`src/rtl/shift_ctrl.sv`:
```
// Two-requester shift controller. A single 1-bit logical shifter is shared round-robin.
// Each accepted request is shifted one position per clock and returned on a valid/ready port.
module shift_ctrl #(
   parameter int WIDTH = 32,
   parameter int AMT_W = 5
) (
   input  logic             clk,
   input  logic             rst_n,
   input  logic             req0_valid,
   output logic             req0_ready,
   input  logic [WIDTH-1:0] req0_data,
   input  logic [AMT_W-1:0] req0_amt,
   input  logic             req0_dir,
   input  logic             req1_valid,
   output logic             req1_ready,
   input  logic [WIDTH-1:0] req1_data,
   input  logic [AMT_W-1:0] req1_amt,
   input  logic             req1_dir,
   output logic             out_valid,
   input  logic             out_ready,
   output logic [WIDTH-1:0] out_data,
   output logic             out_id,
   output logic             busy
);

   typedef enum logic [1:0] {IDLE, SHIFT, DONE} state_t;

   state_t           state, state_nxt;
   logic             rr;
   logic [WIDTH-1:0] work;
   logic [AMT_W-1:0] cnt;
   logic             dir;
   logic             id;

   logic             gnt0, gnt1, accept;
   logic [WIDTH-1:0] sel_data;
   logic [AMT_W-1:0] sel_amt;
   logic             sel_dir;

   // Preferred requester wins; otherwise fall back to whichever one is valid.
   always_comb begin
      gnt0       = req0_valid & (~rr | ~req1_valid);
      gnt1       = req1_valid & ~gnt0;
      req0_ready = rst_n & (state == IDLE) & gnt0;
      req1_ready = rst_n & (state == IDLE) & gnt1;
      accept     = req0_ready | req1_ready;
      sel_data   = gnt1 ? req1_data : req0_data;
      sel_amt    = gnt1 ? req1_amt  : req0_amt;
      sel_dir    = gnt1 ? req1_dir  : req0_dir;
   end

   always_ff @(posedge clk or negedge rst_n) begin
      if (!rst_n) begin
         state <= IDLE;
      end else begin
         state <= state_nxt;
      end
   end

   always_comb begin
      state_nxt = state;
      case (state)
         IDLE: begin
            if (accept) begin
               state_nxt = (sel_amt != '0) ? SHIFT : DONE;
            end
         end
         SHIFT: begin
            if (cnt <= AMT_W'(1)) begin
               state_nxt = DONE;
            end
         end
         DONE: begin
            if (out_ready) begin
               state_nxt = IDLE;
            end
         end
         default: state_nxt = IDLE;
      endcase
   end

   // Working registers: loaded on accept, then shifted once per SHIFT cycle.
   always_ff @(posedge clk or negedge rst_n) begin
      if (!rst_n) begin
         work <= '0;
         cnt  <= '0;
         dir  <= 1'b0;
         id   <= 1'b0;
         rr   <= 1'b0;
      end else begin
         if (accept) begin
            work <= sel_data;
            cnt  <= sel_amt;
            dir  <= sel_dir;
            id   <= gnt1;
         end else if (state == SHIFT) begin
            work <= dir ? (work >> 1) : (work << 1);
            cnt  <= cnt - AMT_W'(1);
         end
         if ((state == DONE) && out_ready) begin
            rr <= ~id;
         end
      end
   end

   always_comb begin
      out_valid = (state == DONE);
      out_data  = out_valid ? work : '0;
      out_id    = out_valid & id;
      busy      = (state != IDLE);
   end

endmodule
```
`config.mk`:
```
export PLATFORM = sky130hd
export DESIGN_NAME = shift_ctrl
export DESIGN_NICKNAME = d
export VERILOG_FILES = /design/src/rtl/shift_ctrl.sv
export SDC_FILE = /design/constraint.sdc
export NUM_CORES = 1
export LEC_CHECK = 0
export ABC_AREA = 1
export CORE_AREA = 4 4 80 112
export DETAILED_ROUTE_END_ITERATION = 12
export DIE_AREA = 0 0 84 116
export GPL_ROUTABILITY_DRIVEN = 0
export PLACE_DENSITY = 0.85
export SETUP_SLACK_MARGIN = 0.15
export SLEW_MARGIN = 20
export SYNTH_ARGS = -nofsm -noshare
export SYNTH_HDL_FRONTEND = slang
export SYNTH_SLANG_ARGS = --single-unit
```
`constraint.sdc`:
```
create_clock -name clk -period 1.4 [get_ports clk]
set_input_delay 0.28 -clock clk [delete_from_list [all_inputs] [get_ports clk]]
set_output_delay 0.28 -clock clk [all_outputs]
set_load 0.01 [all_outputs]
```
==> impl_metrics.tcl <==
set metrics [dict create \
    status "finished with violations" \
    violations "setup timing" \
    wl_per_cell_um 17.6 \
    dp_hpwl_mm 8.09 \
    io_pins 118 \
    cp.arrival_ps 2030 \
    powerDensity_mw_per_mm2 1920 \
    timing.fmax_ghz 0.542 \
    clk_pin_slew_ps 60 \
    end_kind "register" \
    hold_violations 0 \
    synth.yosys.seq_area_share 0.328 \
    yosysWarningCount 0 \
    cts-buffers-inserted 5 \
    cp_num_buf_inv 6 \
    fin_hold_ws_ps 272 \
    drt-pass1-iter-count 5 \
    die_w_um 84 \
    fillerInstances 554 \
    crit_chain "buf_6 > inv_4 > buf_6 > nand3_4 > a21oi_4 > buf_12 > buf_16 > buf_12 > nand2_2 > o21ai_1 > nand2_1 > o21ai_1" \
    critPathKind "reg2reg" \
    period_needed_ps 1840 \
    cts_root_buffer "clkbuf_16" \
    setup_ws_ps -444 \
    vdd_drop_max_uv 973 \
    antenna_found_initial 0 \
    maxSlewHeadroom 0.623 \
    drtAntennaViolNets 0 \
    skew_ps 5.31 \
    syn_inst 464 \
    power.share.clock 0.106 \
    worst_path_max_delay_cell "dfrtp_1" \
    p_sw_frac 0.455 \
    min_path_type "in2async" \
    cpPeakStageDelay_ps 440 \
    seq_area_mm2 0.00105 \
    grt_max_degree 43 \
    core_area_mm2 0.00800 \
    grt_pass1_wl_mm 18.0 \
    syn_to_final_growth_pct 83.4 \
    setup_viol 77 \
    drcViolationCount 0 \
    fin_util 0.735 \
    diodes 0 \
    p_int_w 0.00615 \
    wl_mm 13.0 \
    clk_latency_ps 280 \
    fp.dieH_um 116 \
    rows 39 \
    multi_input_area_mm2 0.00212 \
    synth_area_mm2 0.00321 \
    synth_seq_cells 42 \
    cts.sinks 42 \
    track_usage 0.226 \
    syn_area_per_cell_um2 6.91 \
    io_buffer_count 117 \
    crit_fanout 7 \
    leakage_nw 2.57 \
    maxSlewViolCount 0 \
    required_ps 1590 \
    cp-start-kind "register" \
    cts_tree "built" \
    p_total_w 0.0113 \
    die_area_mm2 0.00974 \
    fin_tns_setup_ps -25460 \
    overflow 0 \
    preCtsSetupSlack_ps -571 \
    finalCritPeriodShare 1.32 \
    p_comb_frac 0.690 \
    cpLargestDelayFamily "buffers and inverters" \
    drive_gt1_frac 0.357 \
    yosysUniqueCellTypes 32 \
    vias 3956 \
    htree_levels 2 \
    max-cap-violations 0 \
    initial_core_util 0.401 \
    cts_buffer_depth 2 \
    vias_per_cell 5.36 \
    rsz0062_at_grt "yes" \
    syn_nets 547 \
    switchingPower_w 0.00514 \
    worstMarginPinSlew_ps 566 \
    grt_pass1_vias 3856 \
    drtIter0Drc 342 \
    p_seq_frac 0.204 \
    final_net_count 718 \
]
[kinds of logic (layout without fill, tap and decap cells)]
family / after synthesis / after routing / synth area share
AOI/OAI and AO/OA: 140 / 140 / 0.232
xor gates and xnor gates: 3 / 3 / 0.00820
adders and majority gates: 2 / 2 / 0.00781
buffers and inverters: 89 / 261 / 0.138
DFF: 42 / 42 / 0.328
and+or+nand+nor: 188 / 188 / 0.286
[cell usage in the layout, fill, tap and decap left out, drive strengths merged, types with 4 or more instances in the layout]
cell type,count
dfrtp,42
clkdlybuf4s50,77
o21ai,99
clkbuf,10
o211ai,4
a21oi,32
nor2,46
inv,58
nand2,103
nand3,36
buf,110
[Yosys cell counts]
| master | n | area share |
|---|---|---|
| inv_2 | 5 | 0.0059 |
| nor3_1 | 1 | 0.0016 |
| o31ai_1 | 1 | 0.0023 |
| clkinv_1 | 1 | 0.0012 |
| nand3_1 | 9 | 0.014 |
| nand2_2 | 2 | 0.0039 |
| o21ai_2 | 1 | 0.0027 |
| buf_4 | 6 | 0.014 |
| o21ai_1 | 65 | 0.10 |
| nand2_1 | 101 | 0.12 |
| buf_12 | 4 | 0.025 |
| xor2_1 | 2 | 0.0055 |
| o221ai_1 | 2 | 0.0055 |
| nand3_2 | 27 | 0.084 |
| ha_1 | 2 | 0.0078 |
| nor2_1 | 42 | 0.049 |
| nor2_2 | 2 | 0.0039 |
| o21bai_1 | 2 | 0.0047 |
| a21oi_2 | 1 | 0.0027 |
| buf_2 | 7 | 0.011 |
| inv_1 | 53 | 0.062 |
| nor2_4 | 2 | 0.0070 |
| o211ai_1 | 4 | 0.0094 |
| a21oi_1 | 30 | 0.047 |
| clkbuf_2 | 3 | 0.0047 |
| xnor2_1 | 1 | 0.0027 |
| dfrtp_1 | 42 | 0.33 |
| o21ai_0 | 33 | 0.052 |
| clkbuf_1 | 9 | 0.011 |
| buf_6 | 1 | 0.0035 |
| a21oi_4 | 1 | 0.0051 |
| or2_2 | 2 | 0.0039 |
[worst reg2reg max path: stages (launching register included)]
cell and delay (ps):
dfrtp_1 440, buf_6 160, inv_4 50, buf_6 100
nand3_4 70, a21oi_4 210, buf_12 140, buf_16 120
buf_12 130, nand2_2 50, o21ai_1 70, nand2_1 90
o21ai_1 130
[layer usage]
layer	GRT usage	wire length [um]
met5	0	0
met4	0.0687	392
met3	0.0484	794
met2	0.437	7200
met1	0.246	4630
[metrics by stage]
| step | cells | instance area [um^2] |
|---|---|---|
| final | 738 | 5880 |
| after global routing | 738 | 5880 |
| after CTS | 724 | 5460 |
| after detailed placement | 699 | 5010 |
| after global placement | 699 | 5010 |
| after floorplan | 464 | 3490 |
[timing repair]
action	CTS	global route
endpoints found under the setup margin	78	78
hold buffers	0	0
gates cloned	4	4
buffers inserted	13	10
pin swaps	5	11
resized for setup	193	64
[state kept, by name, summed over array words and instances, names as in the netlist]
| signal | count |
|---|---|
| cnt | 5 |
| dir | 1 |
| id | 1 |
| rr | 1 |
| state | 2 |
| work | 32 |
[power by group through the flow]
stage          logic [W]  registers (W)  clock network (W)
6_report         0.00779        0.00230            0.00120
4_1_cts          0.00664        0.00224            0.00120
3_5_place_dp     0.00605        0.00226                  0
5_1_grt          0.00834        0.00235            0.00126
3_3_place_gp     0.00583        0.00222                  0
2_1_floorplan    0.00397        0.00217                  0
[path summary, 6_finish.rpt]
| check | start | to | slack [ps] | cells after the start |
|---|---|---|---|---|
| min in group clk | id | rr | 550 | 1 |
| min | rst_n | state[1] | 270 | 3 |
| max reg2reg | state[0] | work[0] | -440 | 12 |
| max in group asynchronous | rst_n | work[21] | 730 | 3 |
| min reg2reg | id | rr | 550 | 1 |
| max | state[0] | work[0] | -440 | 12 |
[cell type report]
class                      instances  share of cell area
sequential                        42               0.179
inverter                          59              0.0398
clock inverter                     2             0.00213
timing repair buffer             194               0.374
multi-input combinational        333               0.360
clock buffer                       6              0.0236
tap                              102              0.0217
(Power assumes the default switching activity.)
